**src/rtl/button_bounce_emulator_pkg.sv**
```systemverilog
// rtl/button_bounce_emulator_pkg.sv - shared state encoding and LFSR constants for the bounce emulator
package button_bounce_emulator_pkg;

    typedef enum logic [1:0] {
        IDLE           = 2'd0,
        PRESS_BOUNCE   = 2'd1,
        HOLD           = 2'd2,
        RELEASE_BOUNCE = 2'd3
    } state_t;

    localparam logic [15:0] LFSR_DEFAULT_SEED = 16'hACE1;
    localparam logic [15:0] LFSR_TAP_MASK     = 16'hB400;

    // Fibonacci step: taps 16,14,13,11 (bits 15,13,12,10), shift left, feedback into bit0
    function automatic logic [15:0] lfsr_next(input logic [15:0] cur);
        return {cur[14:0], ^(cur & LFSR_TAP_MASK)};
    endfunction

endpackage

```
**src/rtl/button_bounce_emulator_lfsr16.sv**
```systemverilog
// rtl/button_bounce_emulator_lfsr16.sv - 16-bit Fibonacci LFSR that steps only when advance is high
module lfsr16
    import button_bounce_emulator_pkg::*;
#(
    parameter logic [15:0] SEED = LFSR_DEFAULT_SEED
) (
    input  logic        clk,
    input  logic        reset_n,
    input  logic        advance,
    output logic [15:0] q
);

    // An all-zero state would lock up the LFSR, so a zero seed falls back to the default
    localparam logic [15:0] INIT = (SEED == 16'h0000) ? LFSR_DEFAULT_SEED : SEED;

    logic [15:0] q_q;
    logic [15:0] q_d;

    always_comb begin
        q_d = q_q;
        if (advance) begin
            q_d = lfsr_next(q_q);
        end
    end

    always_ff @(posedge clk or negedge reset_n) begin
        if (!reset_n) begin
            q_q <= INIT;
        end else begin
            q_q <= q_d;
        end
    end

    assign q = q_q;

endmodule

```
**src/rtl/button_bounce_emulator.sv**
```systemverilog
// rtl/button_bounce_emulator.sv - bouncy push-button waveform generator; optional BOUNCE_EMU_PRESS_COUNT_EN adds press_count
module button_bounce_emulator
    import button_bounce_emulator_pkg::*;
#(
    parameter int unsigned BOUNCE_CYCLES = 64,
    parameter int unsigned HOLD_CYCLES   = 20000,
    parameter logic [15:0] SEED          = 16'hACE1
) (
    input  logic       clk,
    input  logic       reset_n,
    input  logic       start,
    input  logic       abort,
    output logic       button_out,
    output logic       busy,
`ifdef BOUNCE_EMU_PRESS_COUNT_EN
    output logic       done,
    output logic [7:0] press_count
`else
    output logic       done
`endif
);

    localparam int unsigned MAX_CYCLES = (BOUNCE_CYCLES > HOLD_CYCLES) ? BOUNCE_CYCLES : HOLD_CYCLES;
    localparam int unsigned CNT_W      = $clog2(MAX_CYCLES + 1);
    localparam logic [CNT_W-1:0] BOUNCE_LAST = CNT_W'(BOUNCE_CYCLES - 1);
    localparam logic [CNT_W-1:0] HOLD_LAST   = CNT_W'(HOLD_CYCLES - 1);

    state_t           state_q, state_d;
    logic [CNT_W-1:0] cnt_q, cnt_d;
    logic             button_out_q, button_out_d;
    logic             busy_q, busy_d;
    logic             done_q, done_d;
    logic             lfsr_advance;
    logic [15:0]      lfsr_q;

    lfsr16 #(
        .SEED(SEED)
    ) u_lfsr (
        .clk    (clk),
        .reset_n(reset_n),
        .advance(lfsr_advance),
        .q      (lfsr_q)
    );

    always_comb begin
        state_d = state_q;
        cnt_d   = cnt_q + CNT_W'(1);
        done_d  = 1'b0;

        case (state_q)
            IDLE: begin
                cnt_d = '0;
                if (start && !abort) begin
                    state_d = PRESS_BOUNCE;
                end
            end
            PRESS_BOUNCE: begin
                if (cnt_q == BOUNCE_LAST) begin
                    state_d = HOLD;
                end
            end
            HOLD: begin
                if (cnt_q == HOLD_LAST) begin
                    state_d = RELEASE_BOUNCE;
                end
            end
            RELEASE_BOUNCE: begin
                if (cnt_q == BOUNCE_LAST) begin
                    state_d = IDLE;
                    done_d  = 1'b1;
                end
            end
            default: begin
                state_d = IDLE;
            end
        endcase

        if (abort && (state_q != IDLE)) begin
            state_d = IDLE;
            done_d  = 1'b0;
        end

        if (state_d != state_q) begin
            cnt_d = '0;
        end

        // Outputs are registered from the next state so they line up with it cycle for cycle
        lfsr_advance = (state_d == PRESS_BOUNCE) || (state_d == RELEASE_BOUNCE);
        busy_d       = (state_d != IDLE);
        if (state_d == HOLD) begin
            button_out_d = 1'b1;
        end else if (lfsr_advance) begin
            button_out_d = lfsr_q[0];
        end else begin
            button_out_d = 1'b0;
        end
    end

    always_ff @(posedge clk or negedge reset_n) begin
        if (!reset_n) begin
            state_q      <= IDLE;
            cnt_q        <= '0;
            button_out_q <= 1'b0;
            busy_q       <= 1'b0;
            done_q       <= 1'b0;
        end else begin
            state_q      <= state_d;
            cnt_q        <= cnt_d;
            button_out_q <= button_out_d;
            busy_q       <= busy_d;
            done_q       <= done_d;
        end
    end

    assign button_out = button_out_q;
    assign busy       = busy_q;
    assign done       = done_q;

`ifdef BOUNCE_EMU_PRESS_COUNT_EN
    logic [7:0] press_count_q, press_count_d;

    always_comb begin
        press_count_d = press_count_q;
        if (done_d) begin
            press_count_d = press_count_q + 8'd1;
        end
    end

    always_ff @(posedge clk or negedge reset_n) begin
        if (!reset_n) begin
            press_count_q <= 8'd0;
        end else begin
            press_count_q <= press_count_d;
        end
    end

    assign press_count = press_count_q;
`endif

endmodule
```
**config.mk**
```make
export PLATFORM = sky130hd
export DESIGN_NAME = button_bounce_emulator
export DESIGN_NICKNAME = d
export VERILOG_FILES = /design/src/rtl/button_bounce_emulator_pkg.sv /design/src/rtl/button_bounce_emulator_lfsr16.sv /design/src/rtl/button_bounce_emulator.sv
export SDC_FILE = /design/constraint.sdc
export NUM_CORES = 1
export LEC_CHECK = 0
export CAP_MARGIN = 40
export CORE_MARGIN = 8
export CORE_UTILIZATION = 36
export CTS_CLUSTER_SIZE = 10
export DETAILED_ROUTE_END_ITERATION = 10
export PLACE_DENSITY_LB_ADDON = 0.25
export REMOVE_ABC_BUFFERS = 1
export SKIP_LAST_GASP = 1
export SYNTH_ARGS = -nofsm -noshare
export SYNTH_HDL_FRONTEND = slang
export SYNTH_SLANG_ARGS = --single-unit
```
**constraint.sdc**
```tcl
create_clock -name clk -period 2.9 [get_ports clk]
set_input_delay 0.725 -clock clk [delete_from_list [all_inputs] [get_ports clk]]
set_output_delay 0.725 -clock clk [all_outputs]
set_load 0.02 [all_outputs]
```
; Word-level counts from Yosys, hierarchy flattened
; Index checks and enable logic that the tools add are counted.
[word_totals]
regBits = 36
latchBits = 0
mem_bits_rw = 0
mem_bits_ro = 0
input_bits = 4
out_inout_bits = 3
memories = 0
[op_classes]
addsub = 1
mul = 0
div = 0
magnitude_cmp = 0
n_eq_ne = 9
shift = 0
muxes = 13
n_bitwise = 0
reduce_logical = 8
[ops]
columns = cell, count
row1 = 15-bit 2-to-1 mux, 2
row2 = 16-bit XOR reduction, 1
row3 = 15-bit by 1-bit adder with 15-bit output (second input constant), 1
row4 = 15-bit == test (second input constant), 1
row5 = 15-bit by 6-bit == test with 1-bit output (second input constant), 1
row6 = 2-bit 2-to-1 mux, 5
row7 = 2-bit == test (second input constant), 4
row8 = 2-bit case mux with 4 select lines, 1
row9 = 1-bit 2-to-1 mux, 5
row10 = 2-bit by 1-bit == test with 1-bit output (second input constant), 2
row11 = 2-bit nonzero test, 2
row12 = 1-bit logical AND, 2
row13 = 2-bit logical NOT, 1
row14 = 2-bit inequality test, 1
row15 = 1-bit logical NOT, 1
row16 = 1-bit logical OR, 1

; Longest topological paths before layout
; Gate-level depths: netlist of the first run.
[depth]
depth_word = 9
ltp_mapped = 7

; By module
; A second synthesis of the first run with hierarchy kept.
[hier_totals]
cells_unflattened = 144
hier_area_um2 = 1800.5
[by_module_without_submodules]
columns = module, n_inst, cells_each, area_per_inst_um2
row1 = button_bounce_emulator, 1, 106, 1124.8
row2 = lfsr16, 1, 38, 675.6

; Least setup slack after synthesis of the first run
; OpenSTA, ideal clock, no wires.
[synth_path]
path_type = reg-to-reg
start = register cnt_q[0]
end = register button_out_q (netlist: button_out)
arrival_ns = 1.968
required_ns = 2.775
path_slack_ns = 0.807
path_stages_with_launch = 8
path_buffers = 1
path_cell_list = dfrtp_1 > ha_1 > and4b_1 > nand4b_2 > nor3b_4 > nor3_4 > buf_8 > mux2_4
[synth_via]
elab_chain_cells = 8
elab_cells_between_ends = 13
cone_classes = eq/ne (5) / mux (7) / reduce/logical (1)
[synth_rtl]
columns = element, line
row1 = "start, declared", button_bounce_emulator.sv:29  ; logic [CNT_W-1:0] cnt_q, cnt_d;
row2 = "start signal, assigned", button_bounce_emulator.sv:108  ; cnt_q <= cnt_d;
row3 = 15-bit by 6-bit == test with 1-bit output or 15-bit == test (tied branches), "button_bounce_emulator.sv:58, button_bounce_emulator.sv:68, button_bounce_emulator.sv:63"
row4 = 2-bit 2-to-1 mux (on tied branches), "button_bounce_emulator.sv:68, button_bounce_emulator.sv:58, button_bounce_emulator.sv:63"
row5 = 2-bit case mux with 4 select lines *, button_bounce_emulator.sv:50  ; case (state_q)
row6 = 2-bit 2-to-1 mux *, button_bounce_emulator.sv:78  ; if (abort && (state_q != IDLE)) begin
row7 = 2-bit by 1-bit == test with 1-bit output or 2-bit == test (tied branches), button_bounce_emulator.sv:88  ; lfsr_advance = (state_d == PRESS_BOUNCE) || (state_d == RELEASE_BOUNCE);
row8 = 1-bit logical OR, button_bounce_emulator.sv:88
row9 = 1-bit 2-to-1 mux, button_bounce_emulator.sv:92  ; end else if (lfsr_advance) begin
row10 = 1-bit 2-to-1 mux *, button_bounce_emulator.sv:90  ; if (state_d == HOLD) begin
row11 = named net button_out_d, button_bounce_emulator.sv:30  ; logic button_out_q, button_out_d;
row12 = "end signal, assigned", button_bounce_emulator.sv:109  ; button_out_q <= button_out_d;
row13 = "end, declared", button_bounce_emulator.sv:30
; The timed path passes the listed nets; every way through them passes the cells marked *.
; A chain may end at the register's enable or synchronous reset.

; Worst setup path in the final report of the first run
[layout_path]
start = input port abort
end = register u_lfsr.q_q[9] (netlist: u_lfsr.q[9])
[layout_via]
elab_chain_cells = 7
elab_cells_between_ends = 9
cone_classes = eq/ne (2) / mux (3) / reduce/logical (4)
[layout_rtl]
columns = element, line
row1 = "start, declared", button_bounce_emulator.sv:12  ; input logic abort,
row2 = 1-bit logical NOT, button_bounce_emulator.sv:53  ; if (start && !abort) begin
row3 = 1-bit logical AND, button_bounce_emulator.sv:53
row4 = 2-bit 2-to-1 mux, button_bounce_emulator.sv:53
row5 = 2-bit case mux with 4 select lines, button_bounce_emulator.sv:50
row6 = 2-bit 2-to-1 mux *, button_bounce_emulator.sv:78
row7 = 2-bit by 1-bit == test with 1-bit output or 2-bit == test (tied branches), button_bounce_emulator.sv:88
row8 = 1-bit logical OR *, button_bounce_emulator.sv:88
row9 = "end signal, assigned", button_bounce_emulator_lfsr16.sv:30  ; q_q <= q_d;
row10 = "end, declared", button_bounce_emulator_lfsr16.sv:16  ; logic [15:0] q_q;
; Every way passes the cells marked *; elsewhere a longest branch is shown, timed or not.

==> results.ini, run 1 <==
[detailed_routing]
wl_per_cell_um = 13.0
avgViaCountPerCell = 5.04
routed_wl_um = 2540
first_iter_violations = 67
drc = 0
vias = 987
final_antenna_net_count = 0
drt_first_pass_iters = 4

[synthesis]
postSynthCellCount = 130
yosysSeqAreaShare = 0.548
synth_common_cells = dfrtp_1, nor2_1, xnor2_1
async_reset_ff_frac = 1.00
synth_edf_count = 0
synth_most_common_cell = dfrtp_1
netlist_area_um2 = 1660
synth_seq_cells = 36
yosys-top-cells-area = dfrtp_1, dfstp_2, mux2_4, mux2_2, xnor2_1
synth_top_area_cell = dfrtp_1
yosysTopAreaCellShare = 0.421
yosysWarnings = 0
synth_flop_cell = dfrtp_1
synth_cell_types = 31
synth_area_per_cell_um2 = 12.8

[critical_path]
critPathMaxFanout = 19
cp.required_ps = 3070
r2r-start = cnt_q[0]
end_kind = flop
slowest_delay_ps = 540
criticalPathCategory = primary input to flop
r2r-end = u_lfsr.q[9]
critPathBufInv = 2
r2r_cells = 7
crit_path_start_kind = primary input
crit_family = buffers and inverters
r2r_slack_ps = 800
arrival_ps = 2350
cp_cell_sequence = clkdlybuf4s50_1, nor4_1, nor3_4, buf_8, mux2_4
cp_slowest_cell = nor4_1

[sta]
slew_violations = 0
setup_viol = 0
fin_skew_ps = 14.5
fin_crit_sh = 0.752
fmax_ghz = 0.458
hold_viol_final = 0
relSlewSlack = 0.624
setup_tns_ps = 0
rsz0062_at_grt = no
worstMarginPinSlew_ps = 559
fin_crit_ps = 2180

[power]
p_seq_frac = 0.544
power.density_nw_per_um2 = 498
power_switching_w = 0.000212
pwr-share-clk = 0.389
peakVddDrop_mv = 0.180
power.internal_w = 0.000726
p_sw_frac = 0.226
p_leak_nw = 0.811
combPwrFrac = 0.067

[final_layout]
nets = 148
fin_cells = 196
drive_above_1_share = 0.285
seq_area_um2 = 911
area_delta_synth_final_pct = 13.4
multiInputGateArea_um2 = 718
n_antenna_cell = 0
fill_cells = 413
final_cell_area_um2 = 1890

[global_routing]
grt_overflow = 0
grt_pass1_wl_um = 4650
grt_usage = 0.0814
grt_max_degree = 37
antenna_found_initial = 0
grt_pass1_vias = 979

[hold_path]
whs_endpoint = cnt_q[0]
hp-class = flop to flop
min-delay-start = cnt_q[0]
min_path_cells = 1

[placed_design]
io_buffers = 6
place.gp.congestion = 0.748
dpl.cell_count = 188
dp_hpwl_um = 1750
placed_area_um2 = 1790

[clocking]
cts_setup_buffers = 0
tritoncts = yes
clock_path_buffers = 2
cts_hold_buf = 0
cts-htree-levels = 2
cts_sinks = 36
cts_buffers = 5
root_buffer = clkbuf_8
cts_resized = 0
clkTransAtPathRegs_ps = 70
clk_latency_ps = 290

[die]
fp.dieH_um = 84.0
num_rows = 24
die_x_um = 84.0
num_io_pins = 7
start_util = 0.377
core_area_um2 = 4410
dieArea_um2 = 7050

[run]
drv_cap = 0

[status]
status = finished, final reports clean

==> power groups by stage <==
stage	Clock, W	Combinational, W	Sequential (W)
2_1_floorplan	0	0.0000331	0.000521
3_3_place_gp	0	0.0000582	0.000519
3_5_place_dp	0	0.0000644	0.000520
4_1_cts	0.000381	0.0000644	0.000510
5_1_grt	0.000404	0.0000696	0.000511
6_report	0.000365	0.0000629	0.000510
==> placed cells by master (no fill, tap or decap), types with 2 or more instances in the layout <==
| cell | synthesis | routed |
|---|---|---|
| nand3_1 | 6 | 6 |
| nand4_1 | 2 | 2 |
| mux2_4 | 8 | 8 |
| nor2_1 | 19 | 19 |
| xor2_1 | 6 | 6 |
| xnor2_1 | 10 | 10 |
| nor4_1 | 3 | 3 |
| dfrtp_1 | 28 | 28 |
| inv_1 | 4 | 4 |
| clkbuf_8 | 0 | 6 |
| mux2_2 | 9 | 9 |
| clkdlybuf4s50_1 | 0 | 6 |
| dfstp_2 | 8 | 8 |
| and4b_1 | 2 | 2 |
| nor4_4 | 2 | 2 |
| nand2_1 | 6 | 6 |
==> worst register-to-register path: stages, from the launching register on <==
cell,delay (ps)
dfrtp_1,390
ha_1,220
and4b_1,250
nand4_1,130
nor4_1,460
nor3_4,60
buf_8,190
mux2_4,300
==> sequential cells by signal, summed over array words and instances (netlist names) <==
| name | count |
|---|---|
| done | 1 |
| busy | 1 |
| state_q | 2 |
| button_out | 1 |
| u_lfsr.q | 16 |
| cnt_q | 15 |
==> logic make-up (layout without fill, tap and decap cells) <==
family	Yosys count	in the layout	share of synthesized area
flops	36	36	0.548
mux	17	17	0.133
xor+xnor	16	16	0.0843
fa+ha+maj	1	1	0.00752
buf+inv	6	20	0.0203
compound gates	3	3	0.0105
simple gates	51	51	0.196
==> cell type report <==
| class | instances | share of cell area |
|---|---|---|
| Multi-Input combinational cell | 88 | 0.381 |
| Timing Repair Buffer | 8 | 0.0438 |
| Inverter | 4 | 0.00796 |
| Clock buffer | 7 | 0.0458 |
| Clock inverter | 1 | 0.00398 |
| Tap cell | 52 | 0.0345 |
| Sequential cell | 36 | 0.483 |
==> routing by layer <==
metal,track usage,vias up,part of all wire
met5,0,-,0
met4,0.0502,0,0.028
met3,0.0293,8,0.034
met2,0.120,13,0.45
met1,0.0983,490,0.49
li1,-,476,-
==> worst max path at each step <==
stage	startpoint	to	slack [ps]	depth (start not counted)
after floorplan	cnt_q[0]	u_lfsr.q[1]	630	6
after global placement	abort	u_lfsr.q[8]	140	4
after detailed placement	abort	button_out	430	5
after CTS	abort	button_out	720	5
after global routing	cnt_q[0]	u_lfsr.q[3]	660	7
final	abort	u_lfsr.q[9]	720	5
==> stage by stage <==
step	hold slack (ps)	power (W)	utilization	setup slack, ps
floorplan	429	0.000554	-	632
global placement	464	0.000577	0.402	141
finish	493	0.000938	0.427	718
global route	530	0.000984	0.427	656
CTS	490	0.000956	0.427	725
detailed placement	481	0.000584	0.406	426
No activity file was read; power rests on OpenSTA's default activity.
==> inputs of run 2 (changes only) <==
clock period = 2 ns   (was 2.9 ns; I/O delays follow)
==> results.ini, run 2 (same netlist as run 1, synthesis figures left out) <==
[detailed_routing]
vias = 1058  ; +7.2%
wl_per_cell_um = 13.3  ; +2.6%
dr_wl_met2_um = 1300  ; +13%
drc = 0  ; unchanged
drt_first_pass_iters = 4  ; unchanged
met3_length_um = 129  ; +50%
routed_wl_um = 2820  ; +11%
first_iter_violations = 36  ; -46%
avgViaCountPerCell = 4.99  ; -0.90%
final_antenna_net_count = 0  ; unchanged
maxUsedRoutingLayer = met4
wl_met1_um = 1350  ; +9.2%

[die]
dieArea_um2 = 7050  ; unchanged
num_io_pins = 7  ; unchanged
start_util = 0.377  ; unchanged
fp.dieH_um = 84.0  ; unchanged
die_x_um = 84.0  ; unchanged
num_rows = 24  ; unchanged
core_area_um2 = 4410  ; unchanged

[clocking]
root_buffer = clkbuf_8
tritoncts = yes
cts_hold_buf = 0  ; unchanged
clkTransAtPathRegs_ps = 70  ; about the same
cts_sinks = 36  ; unchanged
clk_latency_ps = 280  ; about the same
clock_path_buffers = 2  ; unchanged
cts-htree-levels = 2  ; unchanged
cts_buffers = 5  ; unchanged

[final_layout]
mostFrequentLayoutCell = dfrtp_1
layout_common_cells = dfrtp_1, nor2_1, buf_4, xnor2_1, mux2_2
final_cell_area_um2 = 2070  ; +10%
n_antenna_cell = 0  ; unchanged
drive_above_1_share = 0.375  ; +0.0903
nets = 164  ; +11%
fin_cells = 212  ; +8.2%
area_delta_synth_final_pct = 24.7
largest_register_ffs = 16  ; unchanged

[power]
peakVddDrop_mv = 0.248  ; +38%
p_leak_nw = 0.922  ; +14%
power.density_nw_per_um2 = 715  ; +44%

[critical_path]
end_kind = flop
r2r_slack_ps = -30  ; -830 ps
arrival_ps = 2240  ; -110 ps
cp.required_ps = 2210  ; -860 ps
critPathMaxFanout = 5  ; -14
crit_start = cnt_q[0]
r2r-start = cnt_q[0]
criticalPathCategory = flop to flop
r2r-end = u_lfsr.q[15]
crit_path_start_kind = flop
r2r_cells = 8  ; +1

[run]
drv_cap = 0  ; unchanged

[global_routing]
grt_pass1_wl_um = 4710  ; +1.3%
grt_overflow = 0  ; unchanged
grt_max_degree = 37  ; unchanged
antenna_found_initial = 0  ; unchanged
grt_usage = 0.0830  ; +0.00159
grt_pass1_vias = 1027  ; +4.9%

[sta]
fin_skew_ps = 4.71  ; -9.79 ps
setup_tns_ps = -230  ; -230 ps
rsz0062_at_grt = yes
fin_crit_ps = 2030
setup_viol = 11  ; +11
slew_violations = 0  ; unchanged
fin_crit_sh = 1.02
worstMarginPinSlew_ps = 503  ; -56.6 ps
relSlewSlack = 0.660  ; +0.0365
fmax_ghz = 0.492
hold_viol_final = 0  ; unchanged
worst_slack_ps = -33.6  ; -752 ps

[placed_design]
place.gp.congestion = 0.763  ; +2.0%
dpl.cell_count = 199  ; +5.9%
placed_area_um2 = 1880  ; +4.9%
dp_hpwl_um = 1840  ; +5.2%
io_buffers = 6  ; unchanged

[hold_path]
whs_endpoint = u_lfsr.q[2]
min_path_cells = 1  ; unchanged
min-delay-start = u_lfsr.q[2]
hp-class = flop to flop

[status]
violations = negative setup slack
status = finished with violations

-- run 2: routing by layer --
| metal | vias up | GRT usage |
|---|---|---|
| li1 | 503 | - |
| met1 | 538 | 0.0982 |
| met5 | - | 0 |
| met2 | 15 | 0.118 |
| met3 | 2 | 0.0371 |
| met4 | 0 | 0.0549 |
-- run 2: area by class of cell --
cell class | instances | area, um^2
Clock inverter | 2 | 35.0
Sequential cell | 36 | 911
Clock buffer | 6 | 72.6
Inverter | 4 | 15.0
Timing Repair Buffer | 24 | 229
Multi-Input combinational cell | 88 | 746
Fill cell | 378 | 2340
Tap cell | 52 | 65.1
-- run 2: per-stage QoR --
step	setup slack, ps	util	power (W)	hold WS [ps]
finish	-33.6	0.470	0.00148	509
global route	-139	0.470	0.00155	534
CTS	-32.5	0.452	0.00148	511
detailed placement	-157	0.426	0.000858	494
global placement	-107	0.426	0.000854	483
floorplan	-268	-	0.000804	204
-- run 2: timing repair --
item                                    4_1_cts  5_1_grt
setup buffers                                 0        3
pin swaps                                     0        1
endpoints found under the setup margin        9       18
cloned                                        0        2
resized for setup                             1        4
-- run 2: where the power goes --
group          total (W)  leakage [nW]  switching (W)  internal (W)
Sequential      0.000741         0.471     0.00000569      0.000735
Combinational   0.000130         0.396      0.0000640     0.0000656
Clock           0.000611        0.0552       0.000241      0.000370
Total            0.00148         0.922       0.000311       0.00117
-- run 2: worst max path at each step --
stage                   end  slack (ps)  cells past startpoint
2_1_floorplan   u_lfsr.q[1]        -270                      6
3_3_place_gp    u_lfsr.q[9]        -110                      5
3_5_place_dp   u_lfsr.q[14]        -160                      5
4_1_cts         u_lfsr.q[2]         -30                      7
5_1_grt         u_lfsr.q[3]        -140                      7
6_report       u_lfsr.q[15]         -30                      8
-- run 2: worst max-delay path, stage by stage (launching register included) --
cell      delay, ps
dfrtp_1         360
ha_2            190
and4b_2         270
nand4b_4        130
nor3b_4         180
nor3_4          260
buf_4           170
buf_6           100
mux2_4          290
==> inputs of run 3 (changes only) <==
PLACE_DENSITY_LB_ADDON = 0.12   (was 0.25)
==> results.ini, run 3 (same netlist as run 1, synthesis figures left out) <==
[clocking]
cts_sinks = 36  ; unchanged
tritoncts = yes
clock_path_buffers = 2  ; unchanged
cts_buffers = 5  ; unchanged
clk_latency_ps = 290  ; about the same
cts_setup_buffers = 0  ; unchanged
clkTransAtPathRegs_ps = 70  ; about the same
root_buffer = clkbuf_8
cts-htree-levels = 2  ; unchanged

[die]
num_rows = 24  ; unchanged
dieArea_um2 = 7050  ; unchanged
start_util = 0.377  ; unchanged
fp.dieH_um = 84.0  ; unchanged
core_area_um2 = 4410  ; unchanged
die_x_um = 84.0  ; unchanged
num_io_pins = 7  ; unchanged

[critical_path]
criticalPathCategory = flop to flop
r2r_cells = 7  ; -1
critPathBufInv = 1  ; -1
crit_path_end = u_lfsr.q[8]
critPathMaxFanout = 10  ; +5
crit_family = simple AND/OR/NAND/NOR gates
cp_cell_sequence = ha_1, and4b_2, nand4b_4, nor3b_4, nor3_4, buf_12, mux2_2
r2r-start = cnt_q[1]
r2r_slack_ps = -10  ; +20 ps
crit_start = cnt_q[1]
cp_slowest_cell = dfrtp_1
r2r-end = u_lfsr.q[8]
end_kind = flop
cp.required_ps = 2160  ; -50 ps
arrival_ps = 2170  ; -70 ps
crit_path_start_kind = flop
cp_num_cells = 7  ; -1
slowest_delay_ps = 370  ; about the same

[final_layout]
nets = 160  ; -2.4%
n_antenna_cell = 0  ; unchanged
fin_util = 0.462  ; -0.00737
drive_above_1_share = 0.359  ; -0.0160
area_delta_synth_final_pct = 22.7
layout_common_cells = dfrtp_1, nor2_1, buf_4, xnor2_1, mux2_2
mostFrequentLayoutCell = dfrtp_1
largest_register_ffs = 16  ; unchanged

[detailed_routing]
routed_wl_um = 2890  ; +2.5%
drt_first_pass_iters = 4  ; unchanged
drc = 0  ; unchanged
vias = 1022  ; -3.4%
final_antenna_net_count = 0  ; unchanged
wl_per_cell_um = 13.9  ; +4.5%
avgViaCountPerCell = 4.91  ; -1.5%
first_iter_violations = 55  ; +53%

[status]
violations = negative setup slack
status = finished with violations

[sta]
slew_violations = 0  ; unchanged
setup_tns_ps = -21.7  ; +209 ps
hold_viol_final = 0  ; unchanged
worst_slack_ps = -10.9  ; +22.8 ps
fin_crit_sh = 1.01  ; -0.0114
hold_slack_ps = 512  ; +2.87 ps
fmax_ghz = 0.497  ; +1.1%
rsz0062_at_grt = yes
worstMarginPinSlew_ps = 516  ; +12.8 ps
relSlewSlack = 0.651  ; -0.00862
setup_viol = 4  ; -7
fin_skew_ps = 10.0  ; +5.29 ps
fin_crit_ps = 2010  ; -22.8 ps

[power]
power.density_nw_per_um2 = 726  ; +1.6%
p_leak_nw = 0.904  ; -2.0%
peakVddDrop_mv = 0.253  ; +1.9%

[global_routing]
grt_pass1_vias = 1060  ; +3.2%
grt_overflow = 0  ; unchanged
grt_pass1_wl_um = 5240  ; +11%
grt_usage = 0.0919  ; +0.00887
grt_max_degree = 37  ; unchanged
antenna_found_initial = 0  ; unchanged

[placed_design]
place_ws_ps = -167  ; -10.7 ps
place.gp.congestion = 0.771  ; +0.93%
io_buffers = 6  ; unchanged
dp_hpwl_um = 2040  ; +11%

[hold_path]
hp-class = flop to flop

[run]
drv_cap = 0  ; unchanged

-- run 3: cell types whose count changed in the layout (fill, tap and decap cells not counted) --
cell and delta:
buf_4 -3, buf_6 -1, clkbuf_1 -1, clkinvlp_4 +1, ha_1 +1, ha_2 -1
-- run 3: power by group --
group          internal (W)  leakage (nW)  switching [W]
clock              0.000369        0.0541       0.000256
combinational     0.0000553         0.379      0.0000609
sequential         0.000735         0.471     0.00000559
-- run 3: worst min-delay path by stage --
stage,start,end,cells past startpoint
6_report,u_lfsr.q[2],u_lfsr.q[2],1
5_1_grt,u_lfsr.q[1],u_lfsr.q[1],1
4_1_cts,u_lfsr.q[1],u_lfsr.q[2],1
3_5_place_dp,u_lfsr.q[1],u_lfsr.q[2],1
3_3_place_gp,u_lfsr.q[8],u_lfsr.q[9],1
2_1_floorplan,reset_n,busy,0
-- run 3: final cells by class --
class | instances | area, um^2
Clock buffer | 5 | 68.8
Multi-Input combinational cell | 88 | 743
Sequential cell | 36 | 911
Timing Repair Buffer | 20 | 195
Clock inverter | 3 | 42.5
Tap cell | 52 | 65.1
Inverter | 4 | 15.0
Fill cell | 412 | 2370
-- run 3: through the flow --
stage                     power [W]  std cells  instance area [um^2]
after floorplan            0.000804        128                  1640
after global placement     0.000855        199                  1880
after detailed placement   0.000859        199                  1880
after CTS                   0.00149        207                  2000
after global routing        0.00156        208                  2040
final                       0.00148        208                  2040
-- run 3: what timing repair did --
item / in CTS / in global routing
endpoints found under the setup margin: 16 / 18
hold buffers: 0 / 0
gates cloned: 0 / 1
resized for setup: 1 / 3
pin swaps: 0 / 1
hold endpoints to repair: 0 / 0
-- run 3: layer usage --
layer,GRT usage,share of wire
met3,0.0420,0.047
met2,0.128,0.47
met4,0.0377,0.0066
met5,0,0
met1,0.119,0.47
